### src/rtl/i2c_byte_engine.sv
// rtl/i2c_byte_engine.sv - I2C data-phase engine: one byte plus ACK in four quarter-phases per bit
module i2c_byte_engine #(
  parameter int DATA_WIDTH = 8,
  parameter int DIV_WIDTH  = 16
) (
  input  logic                  clk,
  input  logic                  rst_n,
  input  logic [DIV_WIDTH-1:0]  clock_divisor,
  input  logic                  start,
  input  logic                  rw,
  input  logic [DATA_WIDTH-1:0] tx_data,
  input  logic                  ack_in,
  input  logic                  sda_in,
  input  logic                  scl_in,
  output logic                  sda_out,
  output logic                  scl_out,
  output logic                  data_phase,
  output logic                  busy,
  output logic                  done,
  output logic [DATA_WIDTH-1:0] rx_data,
  output logic                  ack_out
);

  // Bit index must reach DATA_WIDTH, which addresses the ACK bit.
  localparam int IW = $clog2(DATA_WIDTH + 1);

  typedef enum logic [2:0] {
    S_IDLE,
    S_Q0,
    S_Q1,
    S_Q2,
    S_Q3
  } state_t;

  state_t                state_q;
  logic [DIV_WIDTH-1:0]  ctr_q;
  logic [DIV_WIDTH-1:0]  div_q;
  logic [IW-1:0]         idx_q;
  logic                  rw_q;
  logic [DATA_WIDTH-1:0] tx_q;
  logic                  ack_in_q;
  logic                  sda_out_q;
  logic                  scl_out_q;
  logic                  data_phase_q;
  logic                  busy_q;
  logic                  done_q;
  logic [DATA_WIDTH-1:0] rx_q;
  logic                  ack_out_q;

  logic                  tick_d;
  logic                  stall_d;
  logic                  last_bit_d;
  logic [IW-1:0]         idx_d;
  logic                  next_ack_d;
  logic [DATA_WIDTH-1:0] tx_d;
  logic                  next_sda_d;
  logic [DATA_WIDTH-1:0] rx_d;

  // Quarter timing, stretch detection and the SDA value for the bit about to start.
  always_comb begin
    tick_d     = (ctr_q == div_q);
    stall_d    = ((state_q == S_Q1) || (state_q == S_Q2)) && !scl_in;
    last_bit_d = (idx_q == IW'(DATA_WIDTH));
    idx_d      = idx_q + 1'b1;
    next_ack_d = (idx_d == IW'(DATA_WIDTH));
    // tx_q is kept MSB-aligned; shifting once exposes the next bit at the top.
    tx_d       = tx_q << 1;
    if (next_ack_d) begin
      next_sda_d = rw_q ? ack_in_q : 1'b1;
    end else begin
      next_sda_d = rw_q ? 1'b1 : tx_d[DATA_WIDTH-1];
    end
    rx_d    = rx_q << 1;
    rx_d[0] = sda_in;
  end

  // Main sequencer: state, quarter counter, latched request and all registered outputs.
  always_ff @(posedge clk or negedge rst_n) begin
    if (!rst_n) begin
      state_q      <= S_IDLE;
      ctr_q        <= '0;
      div_q        <= '0;
      idx_q        <= '0;
      rw_q         <= 1'b0;
      tx_q         <= '0;
      ack_in_q     <= 1'b1;
      sda_out_q    <= 1'b1;
      scl_out_q    <= 1'b1;
      data_phase_q <= 1'b0;
      busy_q       <= 1'b0;
      done_q       <= 1'b0;
      rx_q         <= '0;
      ack_out_q    <= 1'b1;
    end else begin
      done_q <= 1'b0;
      case (state_q)
        S_IDLE: begin
          // SCL stays wherever it was left: low after a transfer, the master owns the bus.
          if (start) begin
            div_q        <= clock_divisor;
            rw_q         <= rw;
            tx_q         <= tx_data;
            ack_in_q     <= ack_in;
            idx_q        <= '0;
            ctr_q        <= '0;
            state_q      <= S_Q0;
            busy_q       <= 1'b1;
            scl_out_q    <= 1'b0;
            sda_out_q    <= rw ? 1'b1 : tx_data[DATA_WIDTH-1];
            data_phase_q <= 1'b1;
          end
        end
        S_Q0, S_Q1, S_Q2, S_Q3: begin
          if (stall_d) begin
            // A slave holding SCL low freezes the quarter in place.
            ctr_q <= ctr_q;
          end else if (!tick_d) begin
            ctr_q <= ctr_q + 1'b1;
          end else begin
            ctr_q <= '0;
            case (state_q)
              S_Q0: begin
                state_q   <= S_Q1;
                scl_out_q <= 1'b1;
              end
              S_Q1: begin
                state_q <= S_Q2;
              end
              S_Q2: begin
                // SDA is sampled at the end of SCL high.
                state_q   <= S_Q3;
                scl_out_q <= 1'b0;
                if (!last_bit_d) begin
                  if (rw_q) begin
                    rx_q <= rx_d;
                  end
                end else if (!rw_q) begin
                  ack_out_q <= sda_in;
                end
              end
              default: begin
                if (!last_bit_d) begin
                  idx_q        <= idx_d;
                  tx_q         <= tx_d;
                  state_q      <= S_Q0;
                  sda_out_q    <= next_sda_d;
                  data_phase_q <= !next_ack_d;
                end else begin
                  state_q      <= S_IDLE;
                  done_q       <= 1'b1;
                  busy_q       <= 1'b0;
                  sda_out_q    <= 1'b1;
                  data_phase_q <= 1'b0;
                end
              end
            endcase
          end
        end
        default: begin
          state_q <= S_IDLE;
          ctr_q   <= '0;
        end
      endcase
    end
  end

  assign sda_out    = sda_out_q;
  assign scl_out    = scl_out_q;
  assign data_phase = data_phase_q;
  assign busy       = busy_q;
  assign done       = done_q;
  assign rx_data    = rx_q;
  assign ack_out    = ack_out_q;

endmodule

### config.mk
export PLATFORM = sky130hd
export DESIGN_NAME = i2c_byte_engine
export DESIGN_NICKNAME = d
export VERILOG_FILES = /design/src/rtl/i2c_byte_engine.sv
export SDC_FILE = /design/constraint.sdc
export NUM_CORES = 1
export LEC_CHECK = 0
export ABC_AREA = 1
export BUFFER_PORTS_ARGS = -buffer_cell sky130_fd_sc_hd__buf_2
export CORE_MARGIN = 1.5
export CORE_UTILIZATION = 34
export CTS_BUF_LIST = sky130_fd_sc_hd__clkbuf_16
export CTS_CLUSTER_DIAMETER = 60
export CTS_CLUSTER_SIZE = 30
export DETAILED_ROUTE_END_ITERATION = 8
export GPL_TIMING_DRIVEN = 1
export PLACE_DENSITY = 0.58
export SLEW_MARGIN = 0
export SYNTH_ARGS = -nofsm -noshare
export SYNTH_HDL_FRONTEND = slang
export SYNTH_SLANG_ARGS = --single-unit
### constraint.sdc
create_clock -name clk -period 1.9 [get_ports clk]
set_clock_uncertainty 0.1 [all_clocks]
set_input_delay 0.475 -clock clk [delete_from_list [all_inputs] [get_ports clk]]
set_output_delay 0.475 -clock clk [all_outputs]
set_load 0.01 [all_outputs]
Word level (Yosys, flattened, before mapping)
Cells that the tools add are included.
W data, S select, Z words.
Cells by class
  add/subtract/negate cells: 2
  $mul: 0
  div/mod/pow operators: 0
  order comparisons: 0
  equality and inequality tests: 14
  shifts and indexed selects: 0
  mux-type cells: 53
  bitwise logic cells: 3
  reduce and logical (&&, ||, !) cells: 17
Operator list (number)
  $mux W16: 3
  $mux W7: 5
  $pmux W16 S2: 1
  $mux W1: 27
  $reduce_and A6 Y1: 4
  $mux W4: 5
  $add A16 B1 Y16 const B: 1
  $eq A16 B16 Y1: 1
  $pmux W7 S2: 1
  $ne A2 B2 Y1 const B: 6
  $pmux W1 S2: 5
  $reduce_and A5 Y1: 2
  $mux W3: 3
  $pmux W3 S3: 1
  $eq A4 B4 Y1 const B: 2
  $pmux W4 S2: 1
  $eq A3 B2 Y1 const B: 2
  $pmux W3 S2: 1
  $add A4 B1 Y4 const B: 1
  $reduce_and A2 Y1: 2
  $reduce_or A4 Y1: 1
  $eq A3 B1 Y1 const B: 1
  $eq A3 B3 Y1 const B: 1
  $logic_not A3 Y1: 1
  8 further kinds: 11
Storage, ports and cells
  flip-flop bits (word level): 62
  latch bits: 0
  bits in writable memories: 0
  bits in read-only memories: 0
  output and inout bits: 14
  memories: 0

Longest topological paths before layout
Gate-level depths: netlist (run 1).
  word-level depth: 8
  mapped depth: 13
  mapped depth without buffers: 11

Least setup slack after synthesis (run 1)
OpenSTA, ideal clock, no wires.
  path type: reg2reg
  start: register idx_q[0]
  end: register rx_q[0] (netlist: rx_data[0])
  setup time: 0.121 ns
  arrival time: 1.474 ns
  slack: 0.205 ns
  stages on the path, launching flop included: 11
  path buffers: 0
  path through: dfrtp_1 -> inv_1 -> ha_1 -> nand2_1 -> nor2_1 -> inv_1 -> nand2_1 -> nor3_4 -> nand2_2 -> nand2_1 -> o21ai_1
On the way
  cells in the longest elaborated chain, start to end: 3
RTL lines
  from (decl): line 38  | logic [IW-1:0] idx_q;
  from (signal assigned): line 143  | idx_q <= idx_d;
  $eq A4 B4 Y1: line 63  | last_bit_d = (idx_q == IW'(DATA_WIDTH));
  $not A1 Y1 (no line)
  $reduce_and A6 Y1 (no line)
  to (signal assigned): line 135  | rx_q <= rx_d;
  to (decl): line 47  | logic [DATA_WIDTH-1:0] rx_q;
No other way between the ends.
A chain may end at the register's enable or synchronous reset.

Worst setup path after layout (run 1)
  start: register state_q[1]
  end: register ctr_q[4]
On the way
  cells in the longest elaborated chain, start to end: 5
  elaborated cells on any way between the ends: 12
  classes of those cells: 6 x eq/ne; 1 x mux; 5 x reduce/logical
RTL lines
  from (decl): line 35  | state_t state_q;
  from (signal assigned): line 80  | state_q <= S_IDLE;
  from (signal assigned): line 106  | state_q <= S_Q0;
  from (signal assigned): line 123  | state_q <= S_Q1;
  $eq A3 B2 Y1: line 62, 96
  $logic_or A1 B1 Y1: line 62  | stall_d = ((state_q == S_Q1) || (state_q == S_Q2)) && !scl_in;
  $logic_and A1 B1 Y1: line 62
  $ne A2 B2 Y1 (no line)
  $reduce_and A2 Y1 (no line)
  to (signal assigned): line 116  | ctr_q <= ctr_q;
  to (signal assigned): line 118  | ctr_q <= ctr_q + 1'b1;
  to (decl): line 36  | logic [DIV_WIDTH-1:0] ctr_q;
Several ways; a longest one is shown, not always the timed one.

==> results of run 1 <==
==> routing by layer <==
| layer | global-route usage | up-vias | wire length [µm] |
|---|---|---|---|
| met5 | 0 | - | 0 |
| met4 | 0.09378 | 0 | 182 |
| met3 | 0.02169 | 12 | 223 |
| met2 | 0.2674 | 46 | 3881 |
| met1 | 0.2141 | 1441 | 3712 |
| li1 | - | 1576 | - |
==> sequential cells by signal (all words and copies together), names as in the netlist <==
name and count:
state_q 3, idx_q 4, ack_in_q 1, tx_q 7, scl_out 1, ack_out 1, data_phase 1, ctr_q 16
rx_data 8, busy 1, done 1, sda_out 1, div_q 16, rw_q 1
==> power by group <==
group	leakage [nW]	internal, mW	switching (mW)	total, mW
Sequential	0.774	1.72	0.279	1.99
Clock	0.125	0.843	0.530	1.37
Combinational	1.30	0.841	1.47	2.31
==> cells by family after synthesis <==
group,Yosys count
simple gates,285
buf+inv,68
flops,62
compound gates,36
xor+xnor,6
fa+ha+maj,3
==> placed cells by master (no fill, tap or decap), types with 7 or more instances in the layout <==
cell type	n
a21oi_1	23
buf_2	44
buf_4	21
clkbuf_16	9
dfrtp_1	55
inv_1	46
inv_2	9
nand2_1	159
nand3_1	25
nand4_1	19
nor2_1	53
nor2_2	7
==> repair_timing <==
action,4_1_cts,5_1_grt
endpoints found under the setup margin,0,23
gates resized for setup,0,10
buffers inserted,0,5
==> critical path: cells and delay by family, from the launching register on <==
family | cells | cell delay (ps)
buf+inv | 3 | 400
compound gates | 1 | 140
flops | 1 | 500
simple gates | 6 | 570
==> worst paths after layout <==
| check | start | to | slack (ps) | cells past startpoint |
|---|---|---|---|---|
| max | state_q[1] | ctr_q[4] | 120 | 10 |
| min | rst_n | ctr_q[4] | 60 | 2 |
| max reg2reg | state_q[1] | ctr_q[4] | 120 | 10 |
| min reg2reg | sda_out | sda_out | 360 | 2 |
| max in group asynchronous | rst_n | ack_out | 1330 | 2 |
| min in group clk | clock_divisor[3] | div_q[3] | 300 | 3 |
==> final cells by class <==
cell class	count	area, µm²
timing repair buffer	68	437.9
multi-input combinational	330	1555
fill	979	5510
clock buffer	9	225.2
tap	133	166.4
clock inverter	5	20.02
sequential	62	1560
inverter	55	209.0
==> metrics by stage <==
stage / utilization / std cells / instance area [µm²] / hold WS (ps) / power [mW]
5_1_grt: 0.4310 / 662 / 4174 / 83.14 / 6.170
3_5_place_dp: 0.3991 / 643 / 3865 / 356.1 / 4.296
6_report: 0.4310 / 662 / 4174 / 55.22 / 5.680
4_1_cts: 0.4244 / 657 / 4110 / 66.85 / 5.718
3_3_place_gp: 0.3991 / 643 / 3865 / 356.9 / 4.246
2_1_floorplan: - / 460 / 3378 / 79.41 / 3.608
==> flow_summary.ini, run 1 <==
[synth]
synth_area_um2 = 3378
synth_area_leaders = dfrtp_1 43%, nand2_1 18%, nor2_1 6.3%, inv_1 5.1%, nand3_1 3.7%
yosys.area_share.simple = 0.3696
ys_warn_count = 0
synthMuxAreaShare = 0
postSynthCellCount = 460
synth_seq_cells = 62
synth_top_family_by_area = simple AND/OR/NAND/NOR gates
synth.distinct_cells = 30
synthArstFlopShare = 1.000
syn-mean-instance-area_um2 = 7.344
synthAdderAreaFrac = 0.01111
synth-xor-area-share = 0.01556
synth_common_cells = 159 x nand2_1, 58 x dfrtp_1, 57 x nor2_1
synth_top_area_cell = dfrtp_1
synth_seq_area_share = 0.4607
synth_most_common_cell = nand2_1
synth_top_area_frac = 0.4296
synth_compound_area_frac = 0.05741
synth_edf_count = 0
syn_nets = 494
synth_flop_cell = dfrtp_1

[route]
post_drt_wl_per_cell_um = 12.09
antenna_left = 0
drtIter0Drc = 129
num_vias = 3075
drt_pass1_iterations = 4
vias_per_cell = 4.645
remaining_drc_errors = 0
wl_um = 8001

[setup_path]
crit_chain = inv_2 > nand2_2 > nor2_4 > nand2_4 > nand2_4 > inv_2 > nand3_1 > o21ai_1 > inv_1 > nor2_1
max_stage_delay_ps = 500
cp.arrival_ps = 1930
start_kind = register
path_max_fanout = 20
cp_data_required_time_ps = 2060
slowest_stage = dfrtp_1
cp-end-kind = register
path_class = register to register

[clock_network]
cts_root_buffer = clkbuf_16
htreeDepth = 3
clock_path_buffers = 2
hold_buffers = 0
clk_pin_slew_ps = 50
cts_made_buffers = 9
cts_sinks = 62
tritoncts = yes
clock_latency_ps = 330

[floorplan]
die_x_um = 102.7
die_h_um = 102.7
start_util = 0.3488
num_rows = 36
coreArea_um2 = 9684
ios = 45
fp.dieArea_um2 = 10540

[placement]
portBuffers = 44
dpl_worst_slack_ps = 110.7
globalplace.congestion = 0.8702
dp_hpwl_um = 5565

[grt]
gr-total-overflow = 0
first_global_vias = 2966
grt_use_total = 0.1654
grt_pass1_wl_um = 13430
antenna_found_initial = 0
grt_start_max_net_pins = 63

[power_and_ir_drop]
leakage_nw = 2.203
powerDensity_nw_per_um2 = 1361
vdd_drop_max_v = 0.0004678

[layout]
nets = 560
drive_gt1_frac = 0.2193
area_delta_synth_final_pct = 23.56
antenna_cells = 0

[worst_hold_path]
hp-class = input port to asynchronous set/reset pin

[sta]
timing.fmax_mhz = 562.6
period_share = 0.9354
min_period_ps = 1777
layout_setup_ws_ps = 122.7
report.final.slew_viol_count = 0
hold_viol_final = 0
setup_viol = 0
worst_pin_slew_ps = 374.8
relSlewSlack = 0.7482
finalSetupTns_ps = 0
rsz0062_at_grt = false

[flow_run]
max_cap_violations = 0

[status]
status = finished, final reports clean
Power figures use the tool's default switching activity.
==> run 2, diff against run 1 <==
- ABC_AREA: 1 -> default
==> flow_summary.ini, run 2 <==
[clock_network]
cts_made_buffers = 9
clk_pin_slew_ps = 50
clock_latency_ps = 320
clock_path_buffers = 2
htreeDepth = 3
cts_root_buffer = clkbuf_16
tritoncts = yes
cts_sinks = 62

[synth]
synth_top_area_cell = dfrtp_1
synth.distinct_cells = 46
synth_area_leaders = dfrtp_1 47%, mux2_2 10%, xor2_1 8.5%, dfstp_2 3.4%, nand4_1 2.8%
synth_most_common_cell = dfrtp_1
synth_flop_cell = dfrtp_1
synth_top_area_frac = 0.4694
synth_area_um2 = 3092
ys_warn_count = 0
syn-mean-instance-area_um2 = 10.92
synth_edf_count = 0
synthArstFlopShare = 1.000
syn_nets = 317
synth_seq_cells = 62
postSynthCellCount = 283
synth_common_cells = 58 x dfrtp_1, 30 x xor2_1, 28 x mux2_2
synth_seq_area_share = 0.5034

[setup_path]
cp_data_required_time_ps = 2020
path_max_fanout = 7
path_class = register to register
start_kind = register
cp-end-kind = register
ff2ff_path_depth = 7
cp.arrival_ps = 2260

[route]
wl_um = 7156
remaining_drc_errors = 0
post_drt_wl_per_cell_um = 14.75
maxUsedRoutingLayer = met4
drt_pass1_iterations = 4
met1Wirelength_um = 3250
num_vias = 2437
wl_met3_um = 211
drtIter0Drc = 120
vias_per_cell = 5.025
met2WireLength_um = 3562
antenna_left = 0

[sta]
hold_viol_final = 13
relSlewSlack = 0.6184
worst_pin_slew_ps = 568.3
setup_viol = 38
layout_setup_ws_ps = -238.0
timing.fmax_mhz = 467.7
min_period_ps = 2138
report.final.slew_viol_count = 0
period_share = 1.125
rsz0062_at_grt = true
holdWs_ps = -11.72
finalSetupTns_ps = -5031

[floorplan]
die_x_um = 98.36
coreArea_um2 = 8763
fp.dieArea_um2 = 9675
start_util = 0.3528
ios = 45
num_rows = 34
die_h_um = 98.36

[layout]
drive_gt1_frac = 0.4934
fillerInstances = 817
multi_input_area_um2 = 1717
utilization = 0.5027
fin_area_um2 = 4405
antenna_cells = 0
nets = 406
final_common_cell = dfrtp_1
register_area_um2 = 1556
area_delta_synth_final_pct = 42.49
mostFrequentLayoutCells = 58 x dfrtp_1, 44 x buf_2, 38 x buf_4, 30 x xor2_1, 26 x mux2_2

[placement]
placed_cell_area_um2 = 3766
portBuffers = 44
dp_hpwl_um = 4971
globalplace.congestion = 0.8246

[power_and_ir_drop]
p_int_mw = 3.541
vdd_drop_max_v = 0.0005980
power_frac_comb = 0.340
switching_share = 0.3248
seq_power_share = 0.367
powerDensity_nw_per_um2 = 1190
power.share.clock = 0.293
switching_power_mw = 1.703
leakage_nw = 2.016

[grt]
grt_start_max_net_pins = 30
gr-total-overflow = 0
antenna_found_initial = 0
first_global_vias = 2501
grt_pass1_wl_um = 12090
grt_use_total = 0.1584

[status]
violations = hold timing, setup timing
status = finished, violations left

[worst_hold_path]
hp-class = input port to asynchronous set/reset pin

[flow_run]
max_cap_violations = 0
-- run 2: cell count changes after synthesis, moves of 20 or more --
| cell | change |
|---|---|
| nor2_1 | -37 |
| nand2_1 | -139 |
| mux2_2 | +28 |
| a21oi_1 | -20 |
| inv_1 | -38 |
| xor2_1 | +24 |
-- run 2: timing repair --
item / CTS / global route
setup endpoints to repair: 35 / 50
buffers inserted: 5 / 4
resized for setup: 22 / 53
pin swaps: 9 / 28
gates cloned: 0 / 1
hold buffers: 0 / 0
-- run 2: critical path: stages (launching register included) --
cell and delay [ps]:
dfrtp_1 400, xor2_1 190, nor4_2 270, buf_4 160
nand4_4 140, buf_6 180, or4_1 500, o311ai_1 90
-- run 2: logic make-up after synthesis --
logic type      after synthesis  synth area share
simple gates                 93            0.1655
flops                        62            0.5034
compound gates               38           0.08499
xor+xnor                     32           0.09065
mux                          31            0.1117
buf+inv                      24           0.03157
fa+ha+maj                     3           0.01214
-- run 2: path summary, 6_finish.rpt --
path,slack (ps),endpoint,from
max in group asynchronous,1140,sda_out,rst_n
setup / recovery,-240,scl_out,ctr_q[13]
min in group clk,280,div_q[9],clock_divisor[9]
hold reg to reg,400,tx_q[0],tx_q[0]
hold / removal,-10,tx_q[2],rst_n
setup reg to reg,-240,scl_out,ctr_q[13]
-- run 2: final cells by class --
class	instances	share of cell area
Inverter	8	0.007668
Clock inverter	7	0.01250
Timing Repair Buffer	94	0.1551
Tap cell	108	0.03067
Sequential cell	62	0.3533
Clock buffer	9	0.05112
Multi-Input combinational cell	197	0.3897
-- run 2: power groups by stage --
stage | clock network (mW) | registers [mW] | logic [mW]
5_1_grt | 1.64 | 1.97 | 1.95
3_3_place_gp | 0 | 1.93 | 1.46
3_5_place_dp | 0 | 1.94 | 1.48
2_1_floorplan | 0 | 1.88 | 1.00
4_1_cts | 1.57 | 1.93 | 1.51
6_report | 1.53 | 1.93 | 1.78
-- run 2: stage by stage --
stage | power [mW] | std cells | worst slack [ps]
after floorplan | 2.883 | 283 | -231.4
after global routing | 5.569 | 485 | -306.4
after detailed placement | 3.421 | 459 | -333.5
after CTS | 5.009 | 480 | -306.1
final | 5.244 | 485 | -238.0
after global placement | 3.392 | 459 | -262.2
-- run 2: metal layers --
metal / vias to the layer above / global-route usage
li1: 1192 / -
met1: 1199 / 0.2118
met2: 36 / 0.2476
met3: 10 / 0.03078
met4: 0 / 0.07476
met5: - / 0
